## src/rtl/run_detect_pkg.sv

```systemverilog
// Shared types and defaults for the run detector controller.
// State encodings are visible on state_out, so they are fixed here.
package run_detect_pkg;

  typedef enum logic [1:0] {
    ST_IDLE  = 2'd0,
    ST_ARMED = 2'd1,
    ST_TRACK = 2'd2,
    ST_HIT   = 2'd3
  } state_t;

  localparam int N_W_DEF       = 4;
  localparam int DEFAULT_N_DEF = 3;
  localparam int CNT_W_DEF     = 8;

  function automatic logic is_busy(input state_t s);
    return (s != ST_IDLE);
  endfunction

endpackage

```

## src/rtl/run_detect_ctrl_sat_counter.sv

```systemverilog
// Saturating up-counter with clear and load-one controls (clear has priority).
module sat_counter #(
  parameter int W = 4
) (
  input  logic         clk,
  input  logic         rst,
  input  logic         clear,
  input  logic         load1,
  input  logic         inc,
  output logic [W-1:0] count
);

  // Counter register: stops at all-ones instead of wrapping.
  always_ff @(posedge clk or negedge rst) begin
    if (!rst) begin
      count <= '0;
    end else if (clear) begin
      count <= '0;
    end else if (load1) begin
      count <= W'(1);
    end else if (inc && (count != {W{1'b1}})) begin
      count <= count + W'(1);
    end else begin
      count <= count;
    end
  end

endmodule

```

## src/rtl/run_detect_ctrl.sv

```systemverilog
// Run detector controller: threshold config, run tracking FSM, detect flag.
// Optional detection counter on hit_count when RUN_DETECT_HIT_COUNT_EN is defined.
module run_detect_ctrl
  import run_detect_pkg::*;
#(
  parameter int N_W       = N_W_DEF,
  parameter int DEFAULT_N = DEFAULT_N_DEF,
  parameter int CNT_W     = CNT_W_DEF
) (
  input  logic             clk,
  input  logic             rst,
  input  logic             save,
  input  logic [N_W-1:0]   n_in,
  input  logic             start,
  input  logic             stop,
  input  logic             w,
  input  logic             w_valid,
  output logic             z,
  output logic [N_W-1:0]   run_len,
  output logic             busy,
  output logic             cfg_err,
`ifdef RUN_DETECT_HIT_COUNT_EN
  output logic [1:0]       state_out,
  output logic [CNT_W-1:0] hit_count
`else
  output logic [1:0]       state_out
`endif
);

  if (DEFAULT_N <= 0 || DEFAULT_N >= (1 << N_W) || CNT_W < 1) begin : g_param_check
    $error("run_detect_ctrl: DEFAULT_N must be in 1..2^N_W-1 and CNT_W >= 1");
  end

  state_t         state;
  state_t         state_next;
  logic [N_W-1:0] n_reg;
  logic           last_bit;
  logic           z_next;
  logic           busy_next;
  logic           rl_clear;
  logic           rl_load1;
  logic           rl_inc;
  logic           bit_load;
  logic           w_match;
  logic [N_W-1:0] rl_inc_val;
  logic [N_W-1:0] track_len;
  logic           save_ok;

  assign w_match    = (w == last_bit);
  assign rl_inc_val = (run_len == {N_W{1'b1}}) ? run_len : (run_len + N_W'(1));
  assign track_len  = w_match ? rl_inc_val : N_W'(1);
  assign save_ok    = (state == ST_IDLE) || (state == ST_ARMED);
  assign state_out  = state;

  // State register with registered z/busy derived from the next state.
  always_ff @(posedge clk or negedge rst) begin
    if (!rst) begin
      state <= ST_IDLE;
      z     <= 1'b0;
      busy  <= 1'b0;
    end else begin
      state <= state_next;
      z     <= z_next;
      busy  <= busy_next;
    end
  end

  // Next-state logic and run-length counter controls; stop overrides everything.
  always_comb begin
    state_next = state;
    rl_clear   = 1'b0;
    rl_load1   = 1'b0;
    rl_inc     = 1'b0;
    bit_load   = 1'b0;
    if (stop) begin
      state_next = ST_IDLE;
      rl_clear   = 1'b1;
    end else begin
      case (state)
        ST_IDLE: begin
          if (start) begin
            state_next = ST_ARMED;
          end else begin
            state_next = ST_IDLE;
          end
        end
        ST_ARMED: begin
          if (w_valid) begin
            bit_load = 1'b1;
            rl_load1 = 1'b1;
            if (n_reg == N_W'(1)) begin
              state_next = ST_HIT;
            end else begin
              state_next = ST_TRACK;
            end
          end else begin
            state_next = ST_ARMED;
          end
        end
        ST_TRACK: begin
          if (w_valid) begin
            if (w_match) begin
              rl_inc = 1'b1;
            end else begin
              rl_load1 = 1'b1;
              bit_load = 1'b1;
            end
            if (track_len >= n_reg) begin
              state_next = ST_HIT;
            end else begin
              state_next = ST_TRACK;
            end
          end else begin
            state_next = ST_TRACK;
          end
        end
        ST_HIT: begin
          if (w_valid) begin
            if (w_match) begin
              rl_inc     = 1'b1;
              state_next = ST_HIT;
            end else begin
              rl_load1 = 1'b1;
              bit_load = 1'b1;
              if (n_reg == N_W'(1)) begin
                state_next = ST_HIT;
              end else begin
                state_next = ST_TRACK;
              end
            end
          end else begin
            state_next = ST_HIT;
          end
        end
        default: begin
          state_next = ST_IDLE;
          rl_clear   = 1'b1;
        end
      endcase
    end
  end

  // Output decode from the next state so z/busy line up with state_out.
  always_comb begin
    z_next    = (state_next == ST_HIT);
    busy_next = is_busy(state_next);
  end

  // Remembered polarity of the run in progress.
  always_ff @(posedge clk or negedge rst) begin
    if (!rst) begin
      last_bit <= 1'b0;
    end else if (bit_load) begin
      last_bit <= w;
    end else begin
      last_bit <= last_bit;
    end
  end

  // Threshold and sticky config error; only a valid save in IDLE/ARMED clears the error.
  always_ff @(posedge clk or negedge rst) begin
    if (!rst) begin
      n_reg   <= N_W'(DEFAULT_N);
      cfg_err <= 1'b0;
    end else if (save) begin
      if (save_ok && (n_in != '0)) begin
        n_reg   <= n_in;
        cfg_err <= 1'b0;
      end else begin
        n_reg   <= n_reg;
        cfg_err <= 1'b1;
      end
    end else begin
      n_reg   <= n_reg;
      cfg_err <= cfg_err;
    end
  end

  sat_counter #(.W(N_W)) u_run_len (
    .clk   (clk),
    .rst   (rst),
    .clear (rl_clear),
    .load1 (rl_load1),
    .inc   (rl_inc),
    .count (run_len)
  );

`ifdef RUN_DETECT_HIT_COUNT_EN
  logic hit_enter;

  // A HIT entry is any sample that lands in HIT except staying on a matching bit.
  assign hit_enter = w_valid && !stop && (state_next == ST_HIT) &&
                     ((state != ST_HIT) || !w_match);

  sat_counter #(.W(CNT_W)) u_hit_count (
    .clk   (clk),
    .rst   (rst),
    .clear (1'b0),
    .load1 (1'b0),
    .inc   (hit_enter),
    .count (hit_count)
  );
`endif

endmodule

```

## config.mk

```make
export PLATFORM = sky130hd
export DESIGN_NAME = run_detect_ctrl
export DESIGN_NICKNAME = d
export VERILOG_FILES = /design/src/rtl/run_detect_pkg.sv /design/src/rtl/run_detect_ctrl_sat_counter.sv /design/src/rtl/run_detect_ctrl.sv
export SDC_FILE = /design/constraint.sdc
export NUM_CORES = 1
export LEC_CHECK = 0
export BUFFER_PORTS_ARGS = -buffer_cell sky130_fd_sc_hd__buf_2
export CAP_MARGIN = 25
export CORE_MARGIN = 2
export CORE_UTILIZATION = 51
export CTS_CLUSTER_DIAMETER = 100
export CTS_CLUSTER_SIZE = 40
export DETAILED_ROUTE_END_ITERATION = 10
export HOLD_SLACK_MARGIN = 0.06
export PLACE_DENSITY = 0.77
export SKIP_LAST_GASP = 1
export SLEW_MARGIN = 20
export SYNTH_ARGS = -nofsm -noshare
export SYNTH_HDL_FRONTEND = slang
export SYNTH_HIERARCHICAL = 1
export SYNTH_SLANG_ARGS = --single-unit
export TNS_END_PERCENT = 5
```

## constraint.sdc

```tcl
create_clock -name clk -period 2.6 [get_ports clk]
set_clock_uncertainty 0.05 [all_clocks]
set_input_delay 0 -clock clk [delete_from_list [all_inputs] [get_ports clk]]
set_output_delay 0 -clock clk [all_outputs]
set_load 0.005 [all_outputs]
```

==> flow_metrics.py <==
metrics = {
    "outcome": {
        "status": "complete, no violations",
    },
    "final_layout": {
        "area_delta_synth_final_pct": 31.3,
        "nFillCells": 119,
        "final_net_count": 139,
        "antenna_cells": 0,
        "multi_input_area_um2": 438,
        "drive_gt1_share_pct": 24.0,
        "regArea_um2": 353,
    },
    "critical_path": {
        "worstSetupStartpointType": "flop",
        "worstPathArrival_ns": 2.45,
        "max_stage_delay_ns": 0.48,
        "path_max_fanout": 9,
        "criticalPathCategory": "reg2reg",
        "crit_chain": "ha_1 -> nand2_1 -> nor2_1 -> nor3_1 -> ha_1 -> a211oi_1 -> o21ai_0 -> a222oi_1 -> nor3_1",
        "cp_slowest_cell": "dfrtp_1",
        "endpoint_kind": "flop",
        "worst-path-buf-inv": 0,
        "cp_top_family": "compound AO/OA/AOI/OAI gates",
        "worstPathRequired_ns": 2.69,
    },
    "logic_synthesis": {
        "synth-async-reset-ratio_pct": 100,
        "syn_area_um2": 825,
        "seq_area_frac_synth_pct": 42.8,
        "synth_edf_count": 0,
        "synthFlopType": "dfrtp_1",
        "syn-mean-instance-area_um2": 9.48,
        "synthTopCellsByCount": "14 x nor2_1, 12 x dfrtp_1, 7 x nand2_1",
        "syn_nets": 104,
        "synth_top_area_share_pct": 36.4,
        "synth_cells": 87,
        "yosysTopAreaCell": "dfrtp_1",
        "ys_warn_count": 6,
        "synth_cell_types": 32,
        "ys_top_cells_by_area": "dfrtp_1 36%, ha_1 9.1%, dfstp_2 6.4%, nor2_1 6.4%, o211ai_1 3.6%",
        "synth_most_common_cell": "nor2_1",
        "ys_seq_elements": 14,
    },
    "global_routing": {
        "overflow": 0,
        "grt_util_all_layers_pct": 22.3,
        "grt_max_degree": 15,
        "grt_pass1_wl_um": 3170,
        "grt_antenna_before_repair": 0,
        "grt_pass1_vias": 757,
    },
    "floorplan": {
        "die_w_um": 44.2,
        "die_y_um": 44.2,
        "core_um2": 1510,
        "die-area_um2": 1950,
        "ioPinCount": 20,
        "row_count": 14,
        "start_util_pct": 54.7,
    },
    "clocking": {
        "cts.sinks": 14,
        "cts_made_buffers": 3,
        "max-clock-path-buffers": 2,
        "clk_latency_ns": 0.27,
        "cts_resized": 0,
        "clk_pin_slew_ns": 0.09,
        "h-tree-depth": 1,
        "cts-root-buf": "clkbuf_4",
        "cts_tree": "done",
    },
    "timing": {
        "tightest_slew_ns": 0.461,
        "setup_viol": 0,
        "post-route-period-util_pct": 90.7,
        "tns_ns": 0,
        "rsz0062_at_grt": "false",
        "fmax_mhz": 424,
        "period_minus_slack_ns": 2.36,
        "max-slew-margin-rel_pct": 69.1,
        "report.final.slew_viol_count": 0,
        "final-hold-violation-count": 0,
        "hold_slack_ns": 0.0988,
    },
    "placement": {
        "globalplace.congestion": 0.795,
        "portBuffers": 19,
        "place_hpwl_um": 1320,
    },
    "routing": {
        "vias_per_cell": 5.47,
        "wl_per_cell_um": 13.8,
        "vias": 750,
        "drt_iter0_drc": 18,
        "first_pass_iters": 4,
        "wl_um": 1900,
        "postRouteAntennaNets": 0,
        "drc_errors": 0,
    },
    "power_and_ir_drop": {
        "vdd_drop_max_uv": 308,
        "power_density_nw_per_um2": 484,
        "p_leak_nw": 0.527,
    },
    "job": {
        "max_cap_viol_count": 0,
    },
    "worst_hold_path": {
        "hp-class": "in2async",
    },
}
==> where the power goes <==
group,total [W],leakage (nW),switching (W),internal (W)
Sequential,0.000260,0.178,0.0000182,0.000242
Combinational,0.000111,0.328,0.0000585,0.0000526
Clock,0.000152,0.0210,0.0000673,0.0000850
Total,0.000524,0.527,0.000144,0.000380
==> cell type report <==
| cell class | instances | share of cell area (%) |
|---|---|---|
| well taps | 16 | 1.85 |
| inverters | 6 | 2.08 |
| clock buffers | 4 | 3.35 |
| multi-input cells | 66 | 40.5 |
| flip-flops and latches | 14 | 32.6 |
| repair buffers | 31 | 19.7 |
==> metrics by stage <==
stage | setup slack [ns] | area (µm²) | util [%] | total power (W) | cells
final | 0.241 | 1080 | 71.8 | 0.000524 | 137
after detailed placement | 0.211 | 936 | 62.1 | 0.000360 | 122
after CTS | 0.201 | 1080 | 71.8 | 0.000525 | 137
after global placement | 0.351 | 936 | 62.1 | 0.000355 | 122
after global routing | 0.0289 | 1080 | 71.8 | 0.000559 | 137
after floorplan | 0.448 | 825 | - | 0.000323 | 87
==> metal layers <==
metal  up-vias  track usage [%]  part of all wire, %
met2        24             37.1                   48
met4         0             15.8                  3.7
met3         8             3.27                  4.3
li1        385                -                    -
met5         -                0                    0
met1       333             26.2                   44
==> final timing paths <==
check,start,to,slack [ns],cells after the start
setup / recovery,u_run_len/count[0],z,0.24,9
hold / removal,rst,state_out[0],0.1,2
setup reg to reg,u_run_len/count[0],z,0.24,9
hold reg to reg,cfg_err,cfg_err,0.48,2
max in group asynchronous,rst,n_reg[1],2.11,2
min in group clk,n_in[3],n_reg[3],0.44,4
==> kinds of logic (layout without fill, tap and decap cells) <==
logic type / after synthesis / in the layout / synth area share [%]
AND/OR/NAND/NOR: 36 / 36 / 22.2
AO/OA/AOI/OAI: 19 / 19 / 15.3
flip-flops: 14 / 14 / 42.8
buffers and inverters: 7 / 41 / 4.10
adder cells (fa/ha/maj): 6 / 6 / 9.10
multiplexers: 3 / 3 / 4.40
XOR/XNOR: 2 / 2 / 2.12
==> worst register-to-register path, cell delays in order, from the launching register on <==
cell      delay (ns)
dfrtp_1         0.48
ha_1            0.28
nand2_1         0.08
nor2_1          0.04
nor3_1          0.19
ha_1            0.27
a211oi_1        0.23
o21ai_0         0.12
a222oi_1        0.38
nor3_1          0.12
==> timing repair <==
item	4_1_cts	5_1_grt
setup endpoints to repair	0	1
endpoints found under the hold margin	26	0
hold buffers	11	0
buffers inserted	0	0
==> placed cells by master, fill, tap and decap left out, types with 2 or more instances in the layout <==
master	n
buf_2	19
nor2_1	14
dfrtp_1	12
dlygate4sd3_1	11
nand2_1	7
inv_1	6
ha_1	6
o21ai_0	5
o211ai_1	4
nor3_1	3
clkbuf_4	3
nand3_1	2
a31oi_1	2
xor2_1	2
a211oi_1	2
a21oi_1	2
dfstp_2	2
(Power assumes the default switching activity.)
